File: src/rtl/instruction_fetch_stage.sv
// Instruction fetch stage: owns the PC, drives the instruction memory and
// captures the fetched word into the IF/ID register. A misaligned redirect halts fetch.
module instruction_fetch_stage #(
  parameter logic [31:0] RESET_PC  = 32'h0000_0000,
  parameter int unsigned MEM_BYTES = 256,
  parameter logic [31:0] NOP_WORD  = 32'h0000_0000
) (
  input  logic        clk,
  input  logic        reset,
  input  logic        Stall,
  input  logic        BranchTaken,
  input  logic [31:0] BranchTarget,
  input  logic [31:0] InstData,
  output logic [31:0] InstAddress,
  output logic        InstEnable,
  output logic [31:0] IF_ID_Instruction,
  output logic [31:0] IF_ID_PC4,
  output logic        IF_ID_Valid,
  output logic        AlignFault,
  output logic [31:0] FetchCount
);

  // Keeps the PC inside the memory and word aligned in one AND.
  localparam logic [31:0] PC_MASK = 32'(MEM_BYTES - 1) & 32'hFFFF_FFFC;

  typedef enum logic [1:0] {
    BOOT,
    FETCH,
    HALT
  } state_e;

  state_e      state_q, state_d;
  logic [31:0] pc_q, pc_d;
  logic [31:0] instr_q, instr_d;
  logic [31:0] pc4_q, pc4_d;
  logic        valid_q, valid_d;
  logic        fault_q, fault_d;
  logic [31:0] count_q, count_d;
  logic [31:0] pc_plus4;

  always_comb begin
    pc_plus4 = pc_q + 32'd4;
    state_d  = state_q;
    pc_d     = pc_q;
    instr_d  = instr_q;
    pc4_d    = pc4_q;
    valid_d  = valid_q;
    fault_d  = fault_q;
    count_d  = count_q;

    case (state_q)
      BOOT: begin
        state_d = FETCH;
      end
      FETCH: begin
        // A redirect wins over Stall so it is never dropped behind a hazard.
        if (BranchTaken) begin
          instr_d = NOP_WORD;
          valid_d = 1'b0;
          if (BranchTarget[1:0] != 2'b00) begin
            fault_d = 1'b1;
            state_d = HALT;
          end else begin
            pc_d = BranchTarget & PC_MASK;
          end
        end else if (!Stall) begin
          instr_d = InstData;
          pc4_d   = pc_plus4;
          valid_d = 1'b1;
          pc_d    = pc_plus4 & PC_MASK;
          count_d = count_q + 32'd1;
        end
      end
      HALT: begin
        instr_d = NOP_WORD;
        valid_d = 1'b0;
      end
      default: begin
        state_d = HALT;
        instr_d = NOP_WORD;
        valid_d = 1'b0;
      end
    endcase
  end

  always_ff @(posedge clk or posedge reset) begin
    if (reset) begin
      state_q <= BOOT;
      pc_q    <= RESET_PC & PC_MASK;
      instr_q <= NOP_WORD;
      pc4_q   <= '0;
      valid_q <= 1'b0;
      fault_q <= 1'b0;
      count_q <= '0;
    end else begin
      state_q <= state_d;
      pc_q    <= pc_d;
      instr_q <= instr_d;
      pc4_q   <= pc4_d;
      valid_q <= valid_d;
      fault_q <= fault_d;
      count_q <= count_d;
    end
  end

  assign InstAddress       = pc_q;
  assign InstEnable        = (state_q == FETCH);
  assign IF_ID_Instruction = instr_q;
  assign IF_ID_PC4         = pc4_q;
  assign IF_ID_Valid       = valid_q;
  assign AlignFault        = fault_q;
  assign FetchCount        = count_q;

endmodule
File: config.mk
export PLATFORM = sky130hd
export DESIGN_NAME = instruction_fetch_stage
export DESIGN_NICKNAME = d
export VERILOG_FILES = /design/src/rtl/instruction_fetch_stage.sv
export SDC_FILE = /design/constraint.sdc
export NUM_CORES = 1
export LEC_CHECK = 0
export CAP_MARGIN = 20
export CORE_UTILIZATION = 43
export CTS_CLUSTER_DIAMETER = 30
export DETAILED_ROUTE_END_ITERATION = 16
export GPL_TIMING_DRIVEN = 0
export PLACE_DENSITY = 0.92
export SLEW_MARGIN = 25
export SYNTH_ARGS = -nofsm -noshare
export SYNTH_HDL_FRONTEND = slang
export SYNTH_SLANG_ARGS = --single-unit
File: constraint.sdc
create_clock -name clk -period 5.02 [get_ports clk]
set_input_delay 0.753 -clock clk [delete_from_list [all_inputs] [get_ports clk]]
set_output_delay 0.753 -clock clk [all_outputs]
set_load 0.02 [all_outputs]
Word level (Yosys, flattened, before mapping)
Index checks and enable logic that the tools add are counted.
W data, S select, Z words.
{"block": "word_totals", "input_bits": 68, "reg_bits": 132}
{"block": "op_classes", "n_bitwise": 4, "eq_ne": 7, "n_mux": 12, "reduce_logical": 7, "addsub": 2}
{"operator": "$mux W32", "count": 5}
{"operator": "$pmux W32 S2", "count": 1}
{"operator": "$add A32 B1 Y32 const B", "count": 1}
{"operator": "$add A32 B3 Y32 const B", "count": 1}
{"operator": "$reduce_and A3 Y1", "count": 4}
{"operator": "$pmux W2 S3", "count": 1}
{"operator": "$mux W2", "count": 2}
{"operator": "$ne A2 B1 Y1 const B", "count": 2}
{"operator": "$ne A2 B2 Y1 const B", "count": 2}
{"operator": "$not A1 Y1", "count": 4}
{"operator": "$ne A3 B3 Y1 const B", "count": 1}
{"operator": "$eq A2 B1 Y1 const B", "count": 1}
{"operator": "$eq A2 B2 Y1 const B", "count": 1}
{"operator": "$logic_not A2 Y1", "count": 1}
{"operator": "$mux W1", "count": 2}
{"operator": "$pmux W1 S2", "count": 1}
{"operator": "$reduce_and A2 Y1", "count": 1}
{"operator": "$reduce_bool A2 Y1", "count": 1}

Longest topological paths before layout
{"block": "logic_depth", "ltp_word": 4, "depth_mapped": 7}

Worst setup path after synthesis
Ideal clock, no wire load.
{"block": "synth_path", "kind": "input-to-reg", "from": "input BranchTaken", "to": "register count_q[18] (netlist: FetchCount[18])", "t_arrival_ns": 2.137, "path_slack_ns": 2.752, "required_time_ns": 4.889, "path_stages": 7, "path_cell_list": "buf_6 > or4b_4 > buf_6 > nor3_4 > buf_6 > nand4_1 > xnor2_1"}
{"block": "synth_via", "elab_chain_len": 2}
{"element": "start: declaration", "line_no": "11", "text": "input logic BranchTaken,"}
{"element": "$not A1 Y1 (no source line)"}
{"element": "$reduce_and A3 Y1 (no source line)"}
{"element": "end signal: assignment", "line_no": "102", "text": "count_q <= count_d;"}
{"element": "end: declaration", "line_no": "38", "text": "logic [31:0] count_q, count_d;"}
No other way between the ends.
A chain may end at the register's enable or synchronous reset.

Worst setup path after layout
{"block": "layout_path", "from": "register state_q[0]", "to": "output InstEnable"}
{"block": "layout_via", "elab_chain_len": 1}
{"element": "start: declaration", "line_no": "32", "text": "state_e state_q, state_d;"}
{"element": "start signal: assignment", "line_no": "96", "text": "state_q <= state_d;"}
{"element": "$eq A2 B1 Y1", "line_no": "107", "text": "assign InstEnable = (state_q == FETCH);"}
{"element": "end: declaration", "line_no": "15", "text": "output logic InstEnable,"}
No other way between the ends.

==> impl_results.md <==
* Count of buffers from port buffering at 122
* Total Routing Usage GR at 0.203
* Synth unique cells at 36
* Most used routing layer: met2
* Sequential area share after synthesis at 0.534
* Critical Path RT at 4.27 ns
* Register area at 2030 um2
* CP peak stage delay at 0.68 ns
* Post-synthesis area per instance at 11.1 um2
* Nets at 596
* Detailed-route wire length per cell at 14.2 um
* Final period util at 0.493
* Core Region at 8380 um2
* Width of the chip at 96.0 um
* CP endpoint kind: output port
* CTS root buf: clkbuf_8
* Initial Util at 0.453
* First DRT Iteration DRCs at 120
* Status: finished, final reports clean
* Global-route wire length before repair at 14,100 um
* Routability cong. at 0.809
* Fill cell count at 667
* Final Cell Area at 5570 um2
* H-tree depth at 3
* Cell Area, Synth at 3800 um2
* Drt via density at 4.85
* Fin Hold WS at 0.467 ns
* Worst Path Max Fanout at 4
* GRT met1 Usage at 0.232
* Largest net degree at the start of global routing at 42
* DP Cell Count at 620
* Pwr Total at 1.61 mW
* Maximum clock frequency at 404 MHz
* Tmin final at 2.47 ns
* Max-cap violation count at 0
* CTS clk-pin slew, worst paths at 0.09 ns
* First-pass DRT Iterations at 4
* Vias in the first global route at 2,982
* Max-slew violations at 0
* DRC at 0
* Num CTS Buffers at 9
* HPWL after DPL at 6870 um
* P_leak at 2.57 nW
* Final hold viol count at 0
* Crit path DAT at 1.72 ns
* Dpl cell area at 5360 um2
* Setup_tns at 0 ns
* # diodes at 0
* Post-cts sizing count at 0
* Sink Count at 81
* Initial antenna violation count at 0
* DIE HEIGHT at 96.0 um
* CTS Hold Bufs at 0
* Hold Path Class: flip-flop to flip-flop
* Critical path class: flip-flop to output port
* Met2 Track Usage GR at 0.352
* # setup viols final at 0
* CTS tree: done
* Yosys warning total at 0
* Die area at 9210 um2
* Via count at 3,080
* Final ANT Viol Nets at 0
* FP Rows at 33
* Met3 Use GR at 0.0624
* Final WL at 9030 um
* Total gr overflow at 0
* Slew HR at 0.654
* Worst setup SP type: flip-flop
* Worst slew pin tran at 0.515 ns
* Share of layout cells above drive strength 1 at 0.142
* Area grow syn2layout at 46.6%
* Io pins at 199
* Clock Latency Late Sink at 0.35 ns
* VDD IR-drop max at 0.231 mV
* CP cell instances: nor2b_1 -> clkdlybuf4s50_1
* RSZ-0062 raised after global routing: false
* Footprint of the multi-input gates at 1480 um2
* Non-Filler Instances at 635
* CP max stage cell: clkdlybuf4s50_1
* Setup Fix Bufs, Post-CTS at 0
* Synth Register Bits at 81
* Gate Count Post-Synth at 342
* PwrDens at 289 nW/um2
* Clock Skew at 0.0153 ns
* Clk buf depth at 2
==> metrics by stage <==
step / utilization / setup WS [ns]
detailed placement: 0.640 / 2.26
CTS: 0.665 / 2.54
global route: 0.665 / 2.48
finish: 0.665 / 2.55
floorplan: - / 2.19
global placement: 0.637 / 1.03
==> metal layers <==
| metal | vias to the layer above | wire (um) |
|---|---|---|
| li1 | 1458 | - |
| met1 | 1464 | 3630 |
| met2 | 143 | 4620 |
| met3 | 15 | 630 |
| met4 | 0 | 140 |
| met5 | - | 0 |
==> cell families (layout without fill, tap and decap cells) <==
| group | after synthesis | after routing | synth area share |
|---|---|---|---|
| flops | 81 | 81 | 0.534 |
| simple gates | 94 | 94 | 0.133 |
| xor+xnor | 35 | 35 | 0.0807 |
| compound gates | 60 | 60 | 0.117 |
| buf+inv | 68 | 206 | 0.125 |
| mux | 1 | 1 | 0.00264 |
| fa+ha+maj | 2 | 2 | 0.00659 |
| other cells | 1 | 51 | 0.000987 |
==> cell usage after synthesis, drive strengths merged <==
library cell	count	area, um2
dfrtp	81	2030
buf	55	428
a22o	32	280
xnor2	30	263
nand2	29	109
nand3	17	85.1
nand4	14	87.6
nor2	14	52.6
o21ai	13	65.1
clkbuf	11	41.3
a21oi	6	30.0
nor3	5	47.5
xor2	5	43.8
nor4	3	33.8
a21o	2	15.0
a31oi	2	12.5
and2	2	12.5
and3	2	12.5
and4	2	17.5
ha	2	25.0
inv	2	7.51
nor3b	2	15.0
a22oi	1	7.51
a32o	1	10.0
conb	1	3.75
mux2i	1	10.0
nand2b	1	6.26
nor2b	1	6.26
o21a	1	7.51
o21bai	1	7.51
o2bb2ai	1	8.76
or2	1	6.26
or4b	1	13.8
==> registers in the layout (all words and copies together) (netlist names) <==
name and flops:
IF_ID_Instruction 32, state_q 2, IF_ID_PC4 7, IF_ID_Valid 1, InstAddress 6, AlignFault 1
FetchCount 32
==> worst max-delay path, delay by kind of cell, from the launching register on <==
kind          cells  cell delay (ns)
buf+inv           1             0.68
flops             1             0.40
simple gates      1             0.29
==> power breakdown <==
group | switching (mW) | internal, mW | leakage [nW]
Sequential | 0.0475 | 0.696 | 1.11
Combinational | 0.186 | 0.170 | 1.36
Clock | 0.232 | 0.278 | 0.102
==> area by class of cell <==
cell class                      instances  share of cell area
Buffer                                 66              0.0842
Multi-Input combinational cell        243               0.266
Sequential cell                        81               0.364
Clock buffer                           10              0.0229
Inverter                                2             0.00180
Tap cell                              105              0.0236
Timing Repair Buffer                  123               0.223
Clock inverter                          5              0.0146
==> cells in the final DEF (no fill, tap or decap), drive strengths merged, types with 6 or more instances in the layout <==
cell,synthesis,routed
a21oi,6,6
clkbuf,11,21
nor2,14,14
clkdlybuf4s50,0,122
nand3,17,17
nand2,29,29
conb,1,51
xnor2,30,30
buf,55,56
o21ai,13,13
dfrtp,81,81
a22o,32,32
nand4,14,14
==> path summary, 6_finish.rpt <==
| path | from | endpoint | slack (ns) | cells past startpoint |
|---|---|---|---|---|
| max | state_q[0]$_DFFE_PP0P_ | InstEnable | 2.55 | 2 |
| max reg2reg | state_q[1]$_DFFE_PP0P_ | FetchCount[28]$_DFFE_PP0P_ | 3.01 | 6 |
| min | AlignFault$_DFFE_PP0P_ | AlignFault$_DFFE_PP0P_ | 0.47 | 1 |
| min reg2reg | AlignFault$_DFFE_PP0P_ | AlignFault$_DFFE_PP0P_ | 0.47 | 1 |
| max in group asynchronous | reset | FetchCount[4]$_DFFE_PP0P_ | 3.62 | 3 |
| min in group asynchronous | reset | IF_ID_Instruction[6]$_DFFE_PP0P_ | 0.80 | 2 |
No activity file was read; power rests on OpenSTA's default activity.
